$ cat src/rtl/nibble_load_seq_if.sv
// Serial-in / parallel-load link between the frame receiver and the downstream register.
interface nibble_load_seq_if #(
  parameter int WIDTH = 4
) ();
  logic             sin;
  logic             sin_valid;
  logic [1:0]       PE;
  logic [WIDTH-1:0] D;
  logic             busy;
  logic             perr;

  modport master (output sin, sin_valid, input  PE, D, busy, perr);
  modport slave  (input  sin, sin_valid, output PE, D, busy, perr);
endinterface

$ cat src/rtl/nibble_load_seq.sv
// Framed serial receiver: assembles WIDTH data bits, checks optional parity and
// issues a one-cycle registered load (PE=11, D=word) to the downstream register.
module nibble_load_seq #(
  parameter int WIDTH      = 4,
  parameter int PARITY_EN  = 1,
  parameter int PARITY_ODD = 0,
  parameter int LSB_FIRST  = 1
) (
  input  logic              clk,
  input  logic              r,
  nibble_load_seq_if.slave  bus
);

  localparam int CW = $clog2(WIDTH + 1);
  localparam logic [CW-1:0] LAST = CW'(WIDTH - 1);

  typedef enum logic [2:0] {IDLE, DATA, PAR, STOP, LOAD} state_t;

  state_t           state_q, state_d;
  logic [CW-1:0]    cnt_q, cnt_d;
  logic [WIDTH-1:0] sh_q, sh_d;
  logic [WIDTH-1:0] d_q, d_d;
  logic [1:0]       pe_q, pe_d;
  logic             perr_q, perr_d;
  logic             perr_n_q, perr_n_d;

  always_ff @(posedge clk or negedge r) begin
    if (!r) begin
      state_q  <= IDLE;
      cnt_q    <= '0;
      sh_q     <= '0;
      d_q      <= '0;
      pe_q     <= 2'b00;
      perr_q   <= 1'b0;
      perr_n_q <= 1'b0;
    end else begin
      state_q  <= state_d;
      cnt_q    <= cnt_d;
      sh_q     <= sh_d;
      d_q      <= d_d;
      pe_q     <= pe_d;
      perr_q   <= perr_d;
      perr_n_q <= perr_n_d;
    end
  end

  always_comb begin
    state_d  = state_q;
    cnt_d    = cnt_q;
    sh_d     = sh_q;
    d_d      = d_q;
    perr_d   = perr_q;
    perr_n_d = perr_n_q;
    unique case (state_q)
      IDLE: if (bus.sin_valid && !bus.sin) begin
        state_d  = DATA;
        cnt_d    = '0;
        perr_d   = 1'b0;
        perr_n_d = 1'b0;
      end
      DATA: if (bus.sin_valid) begin
        if (LSB_FIRST != 0) begin
          sh_d = sh_q >> 1;
          sh_d[WIDTH-1] = bus.sin;
        end else begin
          sh_d = sh_q << 1;
          sh_d[0] = bus.sin;
        end
        cnt_d = cnt_q + CW'(1);
        if (cnt_q == LAST) state_d = (PARITY_EN != 0) ? PAR : STOP;
      end
      PAR: if (bus.sin_valid) begin
        // Expected parity bit is the data XOR, flipped for odd parity.
        perr_n_d = bus.sin != ((^sh_q) ^ (PARITY_ODD != 0));
        state_d  = STOP;
      end
      STOP: if (bus.sin_valid) begin
        if (bus.sin && !perr_n_q) begin
          state_d = LOAD;
          d_d     = sh_q;
        end else begin
          state_d = IDLE;
          perr_d  = 1'b1;
        end
      end
      LOAD:    state_d = IDLE;
      default: state_d = IDLE;
    endcase
    // PE is registered so it is high exactly while the FSM sits in LOAD.
    pe_d = (state_d == LOAD) ? 2'b11 : 2'b00;
  end

  assign bus.PE   = pe_q;
  assign bus.D    = d_q;
  assign bus.busy = (state_q != IDLE);
  assign bus.perr = perr_q;

endmodule

$ cat src/flat_wrapper.sv
// flat-port wrapper written by rule: the top's interface ports become plain ports
module nibble_load_seq_flat 
#(
  parameter int WIDTH      = 4,
  parameter int PARITY_EN  = 1,
  parameter int PARITY_ODD = 0,
  parameter int LSB_FIRST  = 1
)
  (clk, r, bus_sin, bus_sin_valid, bus_PE, bus_D, bus_busy, bus_perr);
  nibble_load_seq_if #(.WIDTH(WIDTH)) bus_i ();
  input  logic clk;
  input  logic r;
  input wire logic [$bits(bus_i.sin)-1:0] bus_sin;
  input wire logic [$bits(bus_i.sin_valid)-1:0] bus_sin_valid;
  output wire logic [$bits(bus_i.PE)-1:0] bus_PE;
  output wire logic [$bits(bus_i.D)-1:0] bus_D;
  output wire logic [$bits(bus_i.busy)-1:0] bus_busy;
  output wire logic [$bits(bus_i.perr)-1:0] bus_perr;
  assign bus_i.sin = bus_sin;
  assign bus_i.sin_valid = bus_sin_valid;
  assign bus_PE = bus_i.PE;
  assign bus_D = bus_i.D;
  assign bus_busy = bus_i.busy;
  assign bus_perr = bus_i.perr;
  nibble_load_seq #(.WIDTH(WIDTH), .PARITY_EN(PARITY_EN), .PARITY_ODD(PARITY_ODD), .LSB_FIRST(LSB_FIRST)) u_core (.clk(clk), .r(r), .bus(bus_i));
endmodule
$ cat config.mk
export PLATFORM = sky130hd
export DESIGN_NAME = nibble_load_seq_flat
export DESIGN_NICKNAME = d
export VERILOG_FILES = /design/src/rtl/nibble_load_seq_if.sv /design/src/rtl/nibble_load_seq.sv /design/src/flat_wrapper.sv
export SDC_FILE = /design/constraint.sdc
export NUM_CORES = 1
export LEC_CHECK = 0
export BUFFER_PORTS_ARGS = -buffer_cell sky130_fd_sc_hd__buf_4
export CAP_MARGIN = 20
export CORE_MARGIN = 2
export CORE_UTILIZATION = 50
export DETAILED_ROUTE_END_ITERATION = 16
export PLACE_DENSITY = 0.71
export SLEW_MARGIN = 20
export SYNTH_ARGS = -nofsm -noshare
export SYNTH_HDL_FRONTEND = slang
export SYNTH_SLANG_ARGS = --single-unit
$ cat constraint.sdc
create_clock -name clk -period 3 [get_ports clk]
set_input_delay 0.6 -clock clk [delete_from_list [all_inputs] [get_ports clk]]
set_output_delay 0.6 -clock clk [all_outputs]
set_load 0.005 [all_outputs]
=== After elaboration in Yosys (flattened, before gate mapping) ===
Cells that the tools add are included.

* Input bits: 4
* Word-level logic and storage cells: 51
* Bits in registers: 18
* Output and inout bits: 8

* Mux-type cells: 17
* $add $sub $neg: 1
* Eq/ne operators: 11
* Reduce and logical (&&, ||, !) cells: 15

{| class="wikitable"
|+ Operator list
! operator !! number
|-
| 3-bit 2-to-1 mux || 8
|-
| 3-bit one-hot mux with 4 select lines || 1
|-
| 3-bit by 2-bit == test with 1-bit output, second input constant || 3
|-
| 3-bit AND reduction || 3
|-
| 2-bit inequality test, second input constant || 4
|-
| 3-bit one-hot mux with 2 select lines || 1
|-
| 2-bit nonzero test || 3
|-
| 1-bit 2-to-1 mux || 4
|-
| 1-bit one-hot mux with 2 select lines || 2
|-
| 4-bit AND reduction || 1
|-
| 4-bit parity || 1
|-
| 3-bit by 1-bit adder with 3-bit output, second input constant || 1
|-
| 3-bit by 1-bit == test with 1-bit output, second input constant || 1
|-
| 3-bit == test, second input constant || 1
|-
| 3-bit logical NOT || 1
|-
| 3-bit nonzero test || 1
|-
| 1-bit logical AND || 2
|-
| 1-bit logical NOT || 2
|-
| 2-bit 2-to-1 mux || 1
|-
| 2-bit by 1-bit inequality test with 1-bit output, second input constant || 1
|-
| 2-bit AND reduction || 1
|-
| 1-bit inequality test || 1
|}

=== Depth between registers and ports, before layout ===
* Depth in word-level cells: 7
* Mapped depth: 5
* Mapped depth without buffers: 5

=== Worst setup path after synthesis ===
OpenSTA, ideal clock, no wires.

* Path type: input port to flip-flop
* From: input port bus_sin_valid
* To: register u_core.d_q[0], in the netlist u_core.bus.D[0]
* Stages: 5
* Path buffers: 2
* Data required time: 2.875 ns
* Setup time: 0.125 ns
* Slack: 1.213 ns
* Arrival time: 1.662 ns
* Cell sequence: buf_2 -> nand2_1 -> or3b_1 -> buf_2 -> mux2_4

* Longest elaborated chain between the ends: 1

{| class="wikitable"
|+ Ends and longest elaborated chain
! what !! RTL line !! source
|-
| start, declared || flat_wrapper.sv:14 || <nowiki>input wire logic [$bits(bus_i.sin_valid)-1:0] bus_sin_valid;</nowiki>
|-
| 3-bit AND reduction (no line) || n/a ||
|-
| end signal, assigned || nibble_load_seq.sv:32 || <nowiki>d_q <= '0;</nowiki>
|-
| end signal, assigned || nibble_load_seq.sv:40 || <nowiki>d_q <= d_d;</nowiki>
|-
| end, declared || nibble_load_seq.sv:22 || <nowiki>logic [WIDTH-1:0] d_q, d_d;</nowiki>
|}

Every way passes these cells.
A chain may end at the register's enable or synchronous reset.

=== Worst setup path after layout ===
* From: register u_core.state_q[1]
* To: output port bus_busy

* Longest elaborated chain between the ends: 1

{| class="wikitable"
|+ Ends and longest elaborated chain
! what !! RTL line !! source
|-
| start, declared || nibble_load_seq.sv:19 || <nowiki>state_t state_q, state_d;</nowiki>
|-
| start signal, assigned || nibble_load_seq.sv:37 || <nowiki>state_q <= state_d;</nowiki>
|-
| 3-bit nonzero test || nibble_load_seq.sv:95 || <nowiki>assign bus.busy = (state_q != IDLE);</nowiki>
|-
| end, declared || flat_wrapper.sv:17 || <nowiki>output wire logic [$bits(bus_i.busy)-1:0] bus_busy;</nowiki>
|}

Every way passes these cells.

==> results.ini <==
[clock_network]
h-tree-depth=1
holdBufCountCts=0
clkTransAtPathRegs_ns=0.09
cts_made_buffers=3
root_buffer=clkbuf_4
cts_buffer_depth=2
post_cts_resized=0
post_cts_buffers=0
clk_latency_ns=0.28
clock_sinks=17
cts_tree=done

[final_layout]
antennaDiodeCount=0
drive_above_1_share_pct=30.77
nets=85
fin_area_um2=914.6
area_delta_synth_final_pct=13.86
fill_cells=132

[placed_design]
post-dp-hpwl_um=883.6
dpl-instance-area_um2=888.4
gp_congestion=0.8178
portBuffers=11

[timing]
slew_headroom_pct=65.21
fin_crit_sh_pct=57.30
finalHoldViolations=0
setup_viol=0
fin_tns_setup_ns=0
finalMaxSlewViolations=0
clock_skew_ns=0.0009752
fmax_ghz=0.5817
min_period_ns=1.719
rsz0062_at_grt=no
worst_pin_slew_ns=0.5191

[logic_synthesis]
synth_seq_area_share_pct=52.96
syn_nets=72
yosys-top-cells-area=dfrtp_1, mux2_4, mux2_2, inv_1, ha_1
syn_area_um2=803.3
syn_inst=66
synth_cell_types=24
yosys_warnings=0
yosysTopAreaCellShare_pct=52.96
syn_area_per_cell_um2=12.17
ys_ff_latch=17
yosysTopAreaCell=dfrtp_1

[floorplan]
rows=14
die_h_um=44.08
dieWidth_um=44.08
dieArea_um2=1943
io_pins=12
start_util_pct=53.32
fp.coreArea_um2=1506

[setup_path]
rrSetupSlack_ns=1.30
critPathCaptureType=output port
crit_type=reg2out
critical-path-slowest-cell=dfrtp_1
start_kind=register
slowest_delay_ns=0.48
crit_chain=nor2_1 > nand2_1 > buf_4
crit_fanout=8
cp_data_arrival_time_ns=1.12
cp.required_ns=2.40

[detailed_routing]
antenna_left=0
dr.pass1.iters=4
first_iter_violations=13
routed_wl_um=1171
vias_per_cell=5.362
drc=0
via_count=504
wl_per_cell_um=12.46

[power]
power_mw=0.8838
leakagePower_nw=0.4885
power.density_nw_per_um2=966.2
peakVddDrop_uv=504.9

[run_status]
status=completed

[flow_run]
maxCapViolCount=0

[global_route]
grt_max_degree=18
grtUsageTotal_pct=15.29
grt_pass1_vias=439
grt.overflow.total=0
antenna_found_initial=0
grt_pass1_wl_um=2070

[worst_hold_path]
hold_path_class=in2async

-- area by class of cell --
class | instances | area (um^2) | area share [%]
sequential | 17 | 425.4 | 46.51
tap | 16 | 20.02 | 2.189
clock buffer | 4 | 26.28 | 2.873
timing repair buffer | 11 | 82.58 | 9.029
multi-input combinational | 39 | 334.1 | 36.53
inverter | 7 | 26.28 | 2.873
-- flip-flops by register name (all words and copies together) (netlist names) --
signal and flops:
u_core.bus.D 4, u_core.bus.PE 1, u_core.perr_n_q 1, u_core.sh_q 4
u_core.state_q 3, u_core.bus.perr 1, u_core.cnt_q 3
-- cell usage in the layout, fill, tap and decap left out, types with 2 or more instances in the layout --
cell type  instances
dfrtp_1           17
buf_4             11
inv_1              7
mux2_2             5
nor2_1             4
mux2_4             4
nand2_1            3
nand2b_1           3
a21oi_1            3
clkbuf_4           3
a22o_1             2
a31oi_1            2
ha_1               2
-- kinds of logic after synthesis --
| group | synth area share [%] |
|---|---|
| flops | 52.96 |
| simple gates | 11.06 |
| buf+inv | 5.453 |
| compound gates | 7.944 |
| mux | 14.49 |
| xor+xnor | 4.985 |
| fa+ha+maj | 3.115 |
-- where the power goes --
group          internal, mW  switching, mW  leakage [nW]  total, mW
logic                 0.226          0.137         0.258      0.362
clock network        0.0516         0.0638        0.0150      0.115
registers             0.322         0.0836         0.215      0.406
total                 0.600          0.284         0.488      0.884
-- stage by stage --
stage	hold WS, ns	worst slack [ns]	utilization (%)	instances
2_1_floorplan	0.3044	1.213	-	66
3_3_place_gp	0.4702	1.173	58.97	90
3_5_place_dp	0.4714	1.150	58.97	90
4_1_cts	0.1583	1.275	60.71	94
5_1_grt	0.1580	1.192	60.71	94
6_report	0.1589	1.281	60.71	94
-- cells in the mapped netlist, drive strengths merged --
cell type,number
dfrtp,17
mux2,9
inv,7
nor2,4
a21oi,3
buf,3
nand2,3
nand2b,3
a22o,2
a31oi,2
ha,2
nor3,2
a41o,1
nand3,1
nand4b,1
nor2b,1
o41ai,1
or3b,1
xnor2,1
xnor3,1
xor2,1
-- layer usage --
metal	wire length [um]	global-route usage, %	vias up	share of wire [%]
li1	-	-	252	-
met1	562	22.95	237	48
met2	543	20.00	13	46
met3	55	4.898	2	4.7
met4	9	7.273	0	0.77
met5	0	0	-	0
-- path summary, 6_finish.rpt --
| kind | start | endpoint | cells past startpoint |
|---|---|---|---|
| min in group clk | u_core.cnt_q[2] | u_core.cnt_q[2] | 1 |
| hold reg to reg | u_core.cnt_q[2] | u_core.cnt_q[2] | 1 |
| max in group asynchronous | r | u_core.sh_q[0] | 1 |
| setup / recovery | u_core.state_q[1] | bus_busy | 3 |
| setup reg to reg | u_core.state_q[1] | u_core.bus.D[3] | 3 |
| hold / removal | r | u_core.state_q[0] | 1 |
-- critical path, delay by kind of cell, from the launching register on --
kind | cells | cell delay (ns)
flops | 1 | 0.48
simple gates | 2 | 0.24
buf+inv | 1 | 0.13
No activity file was read; power rests on OpenSTA's default activity.
